### config.mk
export PLATFORM = sky130hd
export DESIGN_NAME = note_sequencer
export DESIGN_NICKNAME = d
export VERILOG_FILES = /design/src/rtl/note_seq_pkg.sv /design/src/rtl/note_prescaler.sv /design/src/rtl/note_sequencer.sv
export SDC_FILE = /design/constraint.sdc
export NUM_CORES = 1
export LEC_CHECK = 0
export BUFFER_PORTS_ARGS = -buffer_cell sky130_fd_sc_hd__buf_2
export CAP_MARGIN = 5
export CELL_PAD_IN_SITES_DETAIL_PLACEMENT = 1
export CELL_PAD_IN_SITES_GLOBAL_PLACEMENT = 2
export CORE_MARGIN = 2
export CORE_UTILIZATION = 31
export CTS_BUF_LIST = sky130_fd_sc_hd__clkbuf_2
export CTS_CLUSTER_DIAMETER = 200
export DETAILED_ROUTE_END_ITERATION = 7
export PLACE_DENSITY = 0.84
export SLEW_MARGIN = 10
export SYNTH_ARGS = -nofsm -noshare
export SYNTH_HDL_FRONTEND = slang
export SYNTH_SLANG_ARGS = --single-unit
export TNS_END_PERCENT = 1
### constraint.sdc
create_clock -name input_clock -period 5.6 [get_ports input_clock]
set_input_delay 1.12 -clock input_clock [delete_from_list [all_inputs] [get_ports input_clock]]
set_output_delay 1.12 -clock input_clock [all_outputs]
set_load 0.1 [all_outputs]
### src/rtl/note_seq_pkg.sv
// Shared types for the note sequencer: playback mode encoding and ping-pong direction.
package note_seq_pkg;

   typedef enum logic [1:0] {
      MODE_UP       = 2'b00,
      MODE_DOWN     = 2'b01,
      MODE_PINGPONG = 2'b10,
      MODE_HOLD     = 2'b11
   } mode_t;

   localparam logic DIR_UP   = 1'b0;
   localparam logic DIR_DOWN = 1'b1;

endpackage

### src/rtl/note_prescaler.sv
// Tempo prescaler: counts 0..STEP_DIV-1 while enabled and issues a tick on the last count.
module note_prescaler #(
   parameter int STEP_DIV = 4
) (
   input  logic                        clock,
   input  logic                        reset,
   input  logic                        enable,
   input  logic                        clear,
   output logic                        tick,
   output logic [$clog2(STEP_DIV)-1:0] count
);

   localparam int CNT_W = $clog2(STEP_DIV);
   localparam logic [CNT_W-1:0] LAST = CNT_W'(STEP_DIV - 1);

   logic [CNT_W-1:0] count_q, count_d;

   assign tick  = enable && (count_q == LAST);
   assign count = count_q;

   always_comb begin
      count_d = count_q;
      if (clear)
         count_d = '0;
      else if (tick)
         count_d = '0;
      else if (enable)
         count_d = count_q + 1'b1;
   end

   always_ff @(posedge clock or posedge reset) begin
      if (reset) count_q <= '0;
      else       count_q <= count_d;
   end

endmodule

### src/rtl/note_sequencer.sv
// One-hot buzzer sequencer with up/down/ping-pong/hold modes, load and step/wrap pulses.
// Build option NOTE_SEQ_GAP_EN silences the buzzer for the first GAP_CYCLES of every note.
module note_sequencer
   import note_seq_pkg::*;
#(
   parameter int NOTES      = 8,
   parameter int STEP_DIV   = 4,
   parameter int SEL_W      = $clog2(NOTES),
   parameter int GAP_CYCLES = 1
) (
   input  logic             input_clock,
   input  logic             input_reset,
   input  logic             input_enable,
   input  logic [1:0]       input_mode,
   input  logic             input_load,
   input  logic [SEL_W-1:0] input_load_value,
   output logic [NOTES-1:0] output_buzzer,
   output logic [SEL_W-1:0] output_index,
   output logic             output_step,
   output logic             output_wrap
);

   localparam int CNT_W = $clog2(STEP_DIV);
   localparam logic [SEL_W-1:0] LAST = SEL_W'(NOTES - 1);
`ifdef NOTE_SEQ_GAP_EN
   localparam bit GAP_ON = 1'b1;
`else
   localparam bit GAP_ON = 1'b0;
`endif

   mode_t            mode;
   logic             tick;
   logic [CNT_W-1:0] presc_cnt;
   logic             gap;

   logic [SEL_W-1:0] index_q, index_d;
   logic             dir_q, dir_d;
   logic             step_q, step_d;
   logic             wrap_q, wrap_d;

   assign mode = mode_t'(input_mode);

   note_prescaler #(.STEP_DIV(STEP_DIV)) u_presc (
      .clock  (input_clock),
      .reset  (input_reset),
      .enable (input_enable),
      .clear  (input_load),
      .tick   (tick),
      .count  (presc_cnt)
   );

   always_comb begin
      index_d = index_q;
      dir_d   = dir_q;
      step_d  = 1'b0;
      wrap_d  = 1'b0;
      if (input_load) begin
         index_d = (input_load_value > LAST) ? LAST : input_load_value;
         dir_d   = DIR_UP;
      end else if (tick) begin
         step_d = 1'b1;
         case (mode)
            MODE_UP: begin
               index_d = (index_q == LAST) ? '0 : index_q + 1'b1;
               wrap_d  = (index_q == LAST);
            end
            MODE_DOWN: begin
               index_d = (index_q == '0) ? LAST : index_q - 1'b1;
               wrap_d  = (index_q == '0);
            end
            MODE_PINGPONG: begin
               if (dir_q == DIR_UP) begin
                  if (index_q == LAST) begin
                     index_d = LAST - 1'b1;
                     // With two notes the turn lands on 0, which counts as a return.
                     if (NOTES == 2) wrap_d = 1'b1;
                     else            dir_d  = DIR_DOWN;
                  end else begin
                     index_d = index_q + 1'b1;
                  end
               end else begin
                  if (index_q == '0) begin
                     index_d = SEL_W'(1);
                     dir_d   = DIR_UP;
                     wrap_d  = 1'b1;
                  end else begin
                     // Turn around on arrival at 0 so the next move leaves upward.
                     index_d = index_q - 1'b1;
                     if (index_q == SEL_W'(1)) begin
                        dir_d  = DIR_UP;
                        wrap_d = 1'b1;
                     end
                  end
               end
            end
            default: ;
         endcase
      end
   end

   always_ff @(posedge input_clock or posedge input_reset) begin
      if (input_reset) begin
         index_q <= '0;
         dir_q   <= DIR_UP;
         step_q  <= 1'b0;
         wrap_q  <= 1'b0;
      end else begin
         index_q <= index_d;
         dir_q   <= dir_d;
         step_q  <= step_d;
         wrap_q  <= wrap_d;
      end
   end

   assign gap = GAP_ON && (presc_cnt < CNT_W'(GAP_CYCLES));

   always_comb begin
      output_buzzer = '0;
      if (input_enable && !input_reset && !gap)
         output_buzzer[index_q] = 1'b1;
   end

   assign output_index = index_q;
   assign output_step  = step_q;
   assign output_wrap  = wrap_q;

endmodule

==> metrics <==
status=finished clean; Startpoint Class=input port; Post-CTS Resized=0; sequential cell area=roughly 200 sq um; CTS sink count=8; critical-path cell list=buf_2, inv_1, nand3_1, nor3_1, buf_2; vias in the first global route=746; Area growth syn-to-layout=19.2%; routed len/inst=13.2 microns; Placeable Area=2210 sq um; Multi-input gate area=480 sq um; first-pass GRT wire length=around 3200 microns; Synth Warn #=0; Die H=52.5 microns; initial antenna violation count=0; commonest non-fill, non-tap cell in the layout=buf_2; setup TNS=0 ns; area share of the largest cell type after synthesis=0.274; crit end category=output pin; reg-to-reg setup timing slack=3.60 ns; GRT overflow=0; Worst path depth=5; cell count after synthesis=92; max-slew violation count=0; Root Buffer=clkbuf_2; hold path cells=2; max-cap violations=0; DR vias=730; top post-synthesis cells by area=dfrtp_1 (27%), ha_1 (19%), nor2_1 (8.7%); CP max-delay cell=buf_2; vias per cell=5.18; achievable clock frequency=291 MHz; DRC errors left=0; Skew-Pair Late Insertion Delay=0.22 ns; CP max stage delay=about 0.45 ns; CP arrival=roughly 2.3 ns; router iterations before antenna repair=3; I/O Buffers=21; sequential fraction of the synthesis area=0.274; Die X-Extent=52.5 microns; Starting Density=0.330; Reg-to-Reg Start=output_index[0]; Hold WC Path Type=reg -> reg; Mapped Area=729 sq um; Max clock buf depth=2; final wirelength=about 1900 microns; gp weighted congestion=0.708; Antenna Nets Post-Route=0; Yosys cell types=29; CTS Buf Count=3; Final #Nets=135; Reg2Reg Depth=6; post-route cell area=between 800 and 900 sq um; Core Rows=17; Power, Total=205 uW; hold_buf cts=0; CTS H-Tree Depth=1; IO Count=22; Worst Setup SP=input_reset; dominant cell type by area after synthesis=dfrtp_1; gr usage total=0.160; First DRT Iteration DRCs=6; period utilization=0.613; RSZ-0062 raised after global routing=no; worst setup path class=in -> out; Yosys reg bits=8; Synth Net Count=about 110; CP dominant cell by count=buf_2; DIE AREA=2760 sq um; DP HPWL=1550 microns; layout cells sized above 1=0.230; Tightest Pin Transition=0.504 ns; final setup vio count=0; Worst-path clk slew=0.06 ns; Final Hold Vio Count=0; DP Area=about 850 sq um; Critical Path RT=between 4 and 5 ns; Worst Path Buf+Inv=3; fillcell total=approximately 300; Worst Clk Skew=0.00884 ns; worst setup path endpoint=output_buzzer[0]; fin crit period=3.43 ns; slew margin rel.=0.663; syn avg cell area=around 8 sq um; VDD IR max=0.136 mV; RR Endpoint=output_index[1]; Critical Path Fanout Max=10; commonest cells after routing, fill and taps aside=buf_2 (21), nor2_1 (17), ha_1 (11), inv_1 (9); Hold Slack=0.570 ns; setup bufs post-CTS=0; Largest delay share family, worst path=buffers and inverters; PwrDens=236 nW/um^2; CTS tree=built; # diodes=0; largest net degree at the start of global routing=15; Leakage=0.434 nW
==> worst min-delay path, cell delays in order, from the launching register on <==
cell	delay, ns
dfrtp_1	0.39
nand2b_1	0.08
a21oi_1	0.06
==> how the worst min path moves through the flow <==
stage | start | to
final | u_presc.count[1] | u_presc.count[1]
after detailed placement | u_presc.count[0] | u_presc.count[0]
after global placement | u_presc.count[1] | u_presc.count[1]
after CTS | u_presc.count[1] | u_presc.count[1]
after global routing | u_presc.count[1] | u_presc.count[1]
after floorplan | u_presc.count[1] | u_presc.count[1]
==> cell usage after synthesis <==
master    instances
o221ai_1          1
o21ai_0           4
a311oi_1          1
o311ai_0          1
a21oi_1           4
nand3b_1          1
o211ai_1          1
a211o_1           1
o21bai_1          1
nor3_1            3
a31oi_1           2
a41oi_1           1
clkbuf_1          2
buf_4             1
nand2b_1          3
nand3_1           2
nor2b_1           2
a41oi_2           1
mux2i_1           2
or4_1             1
nor4_1            1
ha_1             11
dfrtp_1           8
nand2b_2          1
nor2_1           17
a221oi_1          1
nand2_1           8
o22ai_1           1
inv_1             9
==> state kept, by name, indices dropped and copies added (netlist names) <==
register and count:
output_index 3, u_presc.count 2, dir_q 1, output_step 1, output_wrap 1
==> report_power, final <==
group / switching (mW) / internal, mW / leakage [nW]
Sequential: 0.00896 / 0.0623 / 0.104
Clock: 0.0175 / 0.0146 / 0.0125
Combinational: 0.0757 / 0.0263 / 0.318
==> kinds of logic after synthesis <==
| logic type | after synthesis | share of synthesized area |
|---|---|---|
| AND/OR/NAND/NOR | 39 | 0.247 |
| AO/OA/AOI/OAI | 20 | 0.196 |
| buffers and inverters | 12 | 0.0669 |
| adder cells (fa/ha/maj) | 11 | 0.189 |
| flip-flops | 8 | 0.274 |
| multiplexers | 2 | 0.0274 |
==> metrics by stage <==
| step | std cells | setup WS [ns] | util |
|---|---|---|---|
| after global placement | 138 | 2.19 | 0.386 |
| after CTS | 141 | 2.14 | 0.393 |
| after floorplan | 92 | 0.861 | - |
| after global routing | 141 | 2.00 | 0.393 |
| after detailed placement | 138 | 2.14 | 0.386 |
| final | 141 | 2.17 | 0.393 |
==> per-layer routing <==
| metal | global-route usage | share of wire | vias to the layer above | routed length, microns |
|---|---|---|---|---|
| met1 | 0.195 | 0.44 | 357 | 814 |
| met2 | 0.281 | 0.53 | 10 | 980 |
| met5 | 0 | 0 | - | 0 |
| met4 | 0.0128 | 0 | 0 | 0 |
| met3 | 0.0514 | 0.036 | 0 | 67 |
| li1 | - | - | 363 | - |
==> layout make-up <==
type,count,share of cell area
Sequential cell,8,0.230
Timing Repair Buffer,21,0.121
Inverter,9,0.0388
Multi-Input combinational cell,72,0.553
Clock buffer,3,0.0173
Tap cell,28,0.0403
Note: power is estimated with default switching activity, not from simulation.
